File: config.mk
export PLATFORM = sky130hd
export DESIGN_NAME = prog_mem
export DESIGN_NICKNAME = d
export VERILOG_FILES = /design/src/rtl/prog_mem.sv
export SDC_FILE = /design/constraint.sdc
export NUM_CORES = 1
export LEC_CHECK = 0
export CELL_PAD_IN_SITES_DETAIL_PLACEMENT = 1
export CELL_PAD_IN_SITES_GLOBAL_PLACEMENT = 2
export CORE_MARGIN = 2
export CORE_UTILIZATION = 23
export CTS_CLUSTER_SIZE = 10
export DETAILED_ROUTE_END_ITERATION = 8
export HOLD_SLACK_MARGIN = 0.06
export PLACE_DENSITY_LB_ADDON = 0.1
export SETUP_SLACK_MARGIN = 0.3
export SYNTH_ARGS = -nofsm -noshare
export SYNTH_HDL_FRONTEND = slang
export SYNTH_SLANG_ARGS = --single-unit
File: constraint.sdc
create_clock -name clk -period 2.2 [get_ports clk]
set_input_delay 0.33 -clock clk [delete_from_list [all_inputs] [get_ports clk]]
set_output_delay 0.33 -clock clk [all_outputs]
set_load 0.1 [all_outputs]
File: src/rtl/prog_mem.sv
// Program memory reloaded by a serial bit stream; the CPU fetches from it when not held.
// Latency: fetch data is combinational from addr; a loaded word lands on the edge of its last bit.
// Backpressure: ld_ready is high only while loading; cpu_hold keeps the CPU in reset during a load.
module prog_mem #(
   parameter int ADDR_W = 1,
   parameter int DATA_W = 1,
   parameter logic [DATA_W-1:0] INIT = '0
) (
   input  logic              clk,
   input  logic              n_rst,
   input  logic [ADDR_W-1:0] addr,
   output logic [DATA_W-1:0] data,
   input  logic              ld_start,
   input  logic              ld_valid,
   input  logic              ld_bit,
   input  logic              ld_abort,
   output logic              ld_ready,
   output logic              ld_done,
   output logic              ld_err,
   output logic              cpu_hold
);

   localparam int DEPTH = 1 << ADDR_W;
   // Bit counter needs at least one bit even for single-bit words.
   localparam int BCW = (DATA_W > 1) ? $clog2(DATA_W) : 1;
   localparam logic [BCW-1:0]    BIT_LAST  = BCW'(DATA_W - 1);
   localparam logic [ADDR_W-1:0] WORD_LAST = '1;

   typedef enum logic [1:0] {
      S_IDLE,
      S_LOAD,
      S_DONE
   } state_t;

   state_t             state_q, state_d;
   logic [BCW-1:0]     bit_cnt_q, bit_cnt_d;
   logic [ADDR_W-1:0]  word_cnt_q, word_cnt_d;
   logic [DATA_W-1:0]  shift_q, shift_d;
   logic               ld_err_q, ld_err_d;
   logic [DATA_W-1:0]  mem_q [DEPTH];
   logic [DATA_W-1:0]  mem_d [DEPTH];
   logic [DATA_W-1:0]  word_new;

   // Next-state, load assembly and memory write selection.
   always_comb begin
      state_d    = state_q;
      bit_cnt_d  = bit_cnt_q;
      word_cnt_d = word_cnt_q;
      shift_d    = shift_q;
      ld_err_d   = ld_err_q;
      mem_d      = mem_q;
      // Earlier bits move up one place; the incoming bit lands in the LSB.
      word_new   = (shift_q << 1) | DATA_W'(ld_bit);
      case (state_q)
         S_IDLE: begin
            if (ld_start) begin
               state_d    = S_LOAD;
               ld_err_d   = 1'b0;
               bit_cnt_d  = '0;
               word_cnt_d = '0;
               shift_d    = '0;
            end
         end
         S_LOAD: begin
            // Abort wins over a bit offered on the same edge; words already written stay.
            if (ld_abort) begin
               state_d    = S_IDLE;
               ld_err_d   = 1'b1;
               bit_cnt_d  = '0;
               word_cnt_d = '0;
               shift_d    = '0;
            end else if (ld_valid) begin
               if (bit_cnt_q == BIT_LAST) begin
                  mem_d[word_cnt_q] = word_new;
                  bit_cnt_d         = '0;
                  shift_d           = '0;
                  word_cnt_d        = word_cnt_q + ADDR_W'(1);
                  if (word_cnt_q == WORD_LAST) begin
                     state_d = S_DONE;
                  end
               end else begin
                  shift_d   = word_new;
                  bit_cnt_d = bit_cnt_q + BCW'(1);
               end
            end
         end
         S_DONE: begin
            state_d = S_IDLE;
         end
         default: begin
            state_d = S_IDLE;
         end
      endcase
   end

   // State and memory registers; reset overrides everything on the same edge.
   always_ff @(posedge clk) begin
      if (n_rst) begin
         state_q    <= S_IDLE;
         bit_cnt_q  <= '0;
         word_cnt_q <= '0;
         shift_q    <= '0;
         ld_err_q   <= 1'b0;
         for (int i = 0; i < DEPTH; i++) begin
            mem_q[i] <= INIT;
         end
      end else begin
         state_q    <= state_d;
         bit_cnt_q  <= bit_cnt_d;
         word_cnt_q <= word_cnt_d;
         shift_q    <= shift_d;
         ld_err_q   <= ld_err_d;
         mem_q      <= mem_d;
      end
   end

   assign ld_ready = (state_q == S_LOAD);
   assign ld_done  = (state_q == S_DONE);
   assign cpu_hold = (state_q != S_IDLE);
   assign ld_err   = ld_err_q;
   // Memory is unstable while held, so the CPU sees zeros instead of half-loaded words.
   assign data     = cpu_hold ? '0 : mem_q[addr];

endmodule

Yosys cells after proc, flatten, opt, wreduce, memory -nomap -nowiden
Cells that the tools add are included.
Operators by class
  bitwise operators: 4
  reductions and logical operators: 9
  magnitude comparators: 3
  add/subtract/negate cells: 2
  muxes and demuxes: 24
  equality and inequality tests: 7
Operators by type and width (number)
  2-to-1 mux 1 bit: 13
  AND reduction 4 bit: 3
  2-to-1 mux 2 bit: 5
  inequality test 3 bit, second input constant: 2
  case mux 1 bit (2 select lines): 3
  AND reduction 3 bit: 2
  >= comparator 2 bit, second input constant: 2
  inequality test 2 bit, second input constant: 2
  NOT 1 -> 2 bit: 2
  case mux 2 bit (2 select lines): 1
  nonzero test 2 bit: 2
  inequality test 3 x 2 -> 1 bit, second input constant: 1
  adder 1 bit, second input constant: 2
  bitwise mux 2 bit: 1
  == test 2 x 1 -> 1 bit, second input constant: 1
  == test 2 bit, second input constant: 1
  zero test 2 bit: 1
  less-than comparator 2 x 1 -> 1 bit, second input constant: 1
  NOT 1 bit: 2
  demux 1 bit (select 1 bit): 1
  logical AND 1 bit: 1
Storage, ports and cells
  word-level logic and storage cells: 55
  register bits after elaboration: 7
  input bits: 7

Longest topological paths before layout
  depth after elaboration: 6
  gate-level depth with buffers: 3
  gate-level depth less buffers: 3

Least setup slack after synthesis
OpenSTA, ideal clock, no wires.
  kind: flip-flop to output port
  start point: register state_q[1]
  end point: output data
  slack: -367 ps
  cell stages (with the launch flop): 3
  data arrival time: 2237 ps
  path buffers: 0
  required time: 1870 ps
  cells stage by stage: dfxtp_1 or2_2 nor2_1
On the way
  longest elaborated chain between the ends: 2
RTL lines
  start: declaration: RTL line 35  | state_t state_q, state_d;
  start signal: assignment: RTL line 108  | state_q <= state_d;
  nonzero test 2 bit: RTL line 119  | assign cpu_hold = (state_q != S_IDLE);
  via cpu_hold: RTL line 20  | output logic cpu_hold
  2-to-1 mux 1 bit: RTL line 122  | assign data = cpu_hold ? '0 : mem_q[addr];
  end: declaration: RTL line 12  | output logic [DATA_W-1:0] data,
The timed path passes the listed nets, and every way through them passes these cells.

Final worst setup path
  start point: input addr
  end point: output data
On the way
  longest elaborated chain between the ends: 5
RTL lines
  start: declaration: RTL line 11  | input logic [ADDR_W-1:0] addr,
  NOT 1 -> 2 bit (not written as such): RTL line 122
  2-to-1 mux 1 bit (not written as such) (3 in series): RTL line 122
  2-to-1 mux 1 bit: RTL line 122
No other way between the ends. The select of a mux whose other input is x is not followed.

==> impl_metrics.py <==
metrics = {
    "status": {
        "run_status": "completed",
    },
    "logic_synthesis": {
        "post-synth-top-count-cell": "dfxtp_1",
        "synth_enable_flop_cells": 0,
        "synth.cell_area_um2": 301.5,
        "synthCells": 35,
        "ys_ff_latch": 6,
        "mappedNetlistNets": 42,
        "synth_warnings": 0,
        "synthDistinctLibCells": 16,
        "synthTopCellsByCount": "dfxtp_1, nor2_1, nor2b_1, o21ai_0",
        "syn_avg_cell_area_um2": 8.615,
        "ys_top_cells_by_area": "dfxtp_1, mux2i_1, nor2b_1",
        "yosys_most_used_dff": "dfxtp_1",
        "synth_sequential_area_ratio_pct": 39.83,
        "yosys.area.top_type": "dfxtp_1",
        "area_fraction_of_the_dominant_cell_type_after_synthesis_pct": 39.83,
        "ys_async_sr_fraction_pct": 0,
    },
    "placed_design": {
        "port_buffers": 11,
        "routabilityCongestion": 0.6859,
        "detailedPlacementHpwl_um": 601,
        "detailedPlace.worstSlack_ps": 528.1,
    },
    "timing": {
        "max-slew-margin-rel_pct": 80.94,
        "hold_viol_final": 0,
        "period_share_pct": 75.86,
        "fin_tns_setup_ps": 0,
        "layout_min_cycle_time_ps": 1669,
        "setup_viol_count_final": 0,
        "tightest_slew_ps": 277.9,
        "finalMaxSlewViolations": 0,
        "worst_slack_ps": 531.0,
        "grt_setup_unrepaired": "no",
        "upper_clock_frequency_limit_mhz": 599.2,
        "finalClockSkew_ps": 0.3118,
    },
    "routing": {
        "dr.pass1.iters": 1,
        "vias": 283,
        "drt.antenna.violating_nets": 0,
        "wirelength_um": 745,
        "drt_iter0_markers": 0,
        "route.detailed.vias_per_inst": 4.422,
        "remaining_drc_errors": 0,
        "post_drt_wl_per_cell_um": 11.64,
    },
    "setup_path": {
        "critical_path_class": "primary input to output port",
        "critPathMaxFanout": 1,
        "regToRegEndpoint": "mem_q[0]",
        "worstSetupStartpointType": "primary input",
        "worst-endpoint-arrival_ps": 1340,
        "ff2ff_path_depth": 3,
        "crit_path_end_kind": "output port",
        "rr_startpoint": "state_q[0]",
        "flop2flop_setup_slack_ps": 1110,
        "critical_path_data_required_time_ps": 1870,
    },
    "pwr": {
        "p_per_area_nw_per_um2": 605.5,
        "total_leakage_power_nw": 0.1977,
        "power.ir.vdd_worst_uv": 243.8,
    },
    "worst_hold_path": {
        "hold_ep": "mem_q[1]",
        "hold_path_startpoint": "mem_q[1]",
        "holdCritPathClass": "register to register",
        "min_delay_path_depth": 2,
    },
    "cts": {
        "postCtsResizedCells": 0,
        "clk-insertion-delay-late_ps": 240,
        "cts_sinks": 6,
        "number_of_buffers_inserted_during_clock_tree_synthesis": 3,
        "path_clk_slew_ps": 40,
        "post_cts.repair.setup_buffers": 0,
        "clockBufferDepth": 2,
        "clock-root-buffer": "clkbuf_4",
        "cts.htree.levels": 1,
        "tritoncts": "built",
        "cts_hold_buffers": 0,
    },
    "floorplanning": {
        "row_count": 13,
        "chipWidth_um": 40.21,
        "die_y_um": 40.21,
        "initial_standard_cell_utilization_of_the_core_pct": 23.77,
        "area_of_the_core_um2": 1269,
        "num_io_pins": 12,
        "area_of_the_die_um2": 1617,
    },
    "global_routing": {
        "grt_first_pass_wirelength_um": 1173,
        "grt_use_total_pct": 12.04,
        "antenna_violations_before_repair": 0,
        "grt_pass1_vias": 300,
        "grt_overflow_total": 0,
        "pin_count_of_the_biggest_net_entering_global_routing": 9,
    },
    "finish": {
        "synthToLayoutAreaGrowth_pct": 53.53,
        "drive_gt1_share_pct": 24.49,
        "antennaDiodeCount": 0,
        "layout.nets": 58,
        "layout.core_utilization_pct": 36.49,
    },
    "job": {
        "max_cap_violations": 0,
    },
}
[worst max-delay path by stage]
stage                     startpoint    to  slack (ps)
after CTS                       addr  data         520
after detailed placement        addr  data         530
after global routing            addr  data         470
final                           addr  data         530
after floorplan           state_q[1]  data         390
after global placement          addr  data         560
[through the flow]
| step | area [um2] | cells | total power [W] | hold WS (ps) |
|---|---|---|---|---|
| 6_report | 462.9 | 64 | 0.0002803 | 495.2 |
| 5_1_grt | 462.9 | 64 | 0.0002949 | 529.4 |
| 4_1_cts | 462.9 | 64 | 0.0002876 | 504.0 |
| 3_5_place_dp | 440.4 | 61 | 0.0001840 | 495.6 |
| 3_3_place_gp | 440.4 | 61 | 0.0001831 | 461.8 |
| 2_1_floorplan | 311.5 | 35 | 0.0001604 | 399.1 |
[worst max-delay path: stages]
cell and delay (ps):
clkdlybuf4s50_1 470, mux2i_1 300, nor2_4 60, buf_12 170
[per-layer routing]
metal / up-vias / routed length [um] / track usage (%)
met4: 0 / 11 / 15.00
met2: 9 / 351 / 18.95
met1: 123 / 343 / 12.33
met3: 2 / 38 / 1.667
met5: - / 0 / 0
li1: 149 / - / -
[final cells by class]
type | count | area [um2]
Fill cell | 153 | 805.8
Inverter | 1 | 3.754
Timing Repair Buffer | 11 | 110.1
Clock buffer | 3 | 22.52
Sequential cell | 6 | 120.1
Tap cell | 15 | 18.77
Multi-Input combinational cell | 28 | 187.7
[cell usage in the layout, fill, tap and decap left out]
cell type	instances
or2_2	1
nor3b_2	1
nor3b_1	1
nand3_1	1
buf_4	4
a21oi_1	2
nor2_1	3
and2b_1	1
buf_12	1
nand3b_1	1
nor2b_2	1
nand2b_1	3
inv_1	1
clkbuf_4	3
o21ai_0	4
nor2_4	1
nand2_1	1
dfxtp_1	6
nor2b_1	3
mux2i_1	3
clkdlybuf4s50_1	6
a2bb2oi_1	1
[logic make-up (layout without fill, tap and decap cells)]
family | Yosys count | count (layout) | share of synthesized area (%)
AOI/OAI and AO/OA | 7 | 7 | 12.86
DFF | 6 | 6 | 39.84
buffers and inverters | 1 | 15 | 1.244
muxes | 3 | 3 | 9.959
and+or+nand+nor | 18 | 18 | 36.10
[power by group]
part / internal (W) / total [W] / switching, W
Sequential: 0.000112 / 0.000116 / 0.00000318
Combinational: 0.0000246 / 0.0000659 / 0.0000414
Clock: 0.0000615 / 0.0000988 / 0.0000373
[sequential cells by signal, summed over array words and instances, names as in the netlist]
signal,cells
word_cnt_q,1
mem_q,2
state_q,2
ld_err,1
Note: power is estimated with default switching activity, not from simulation.
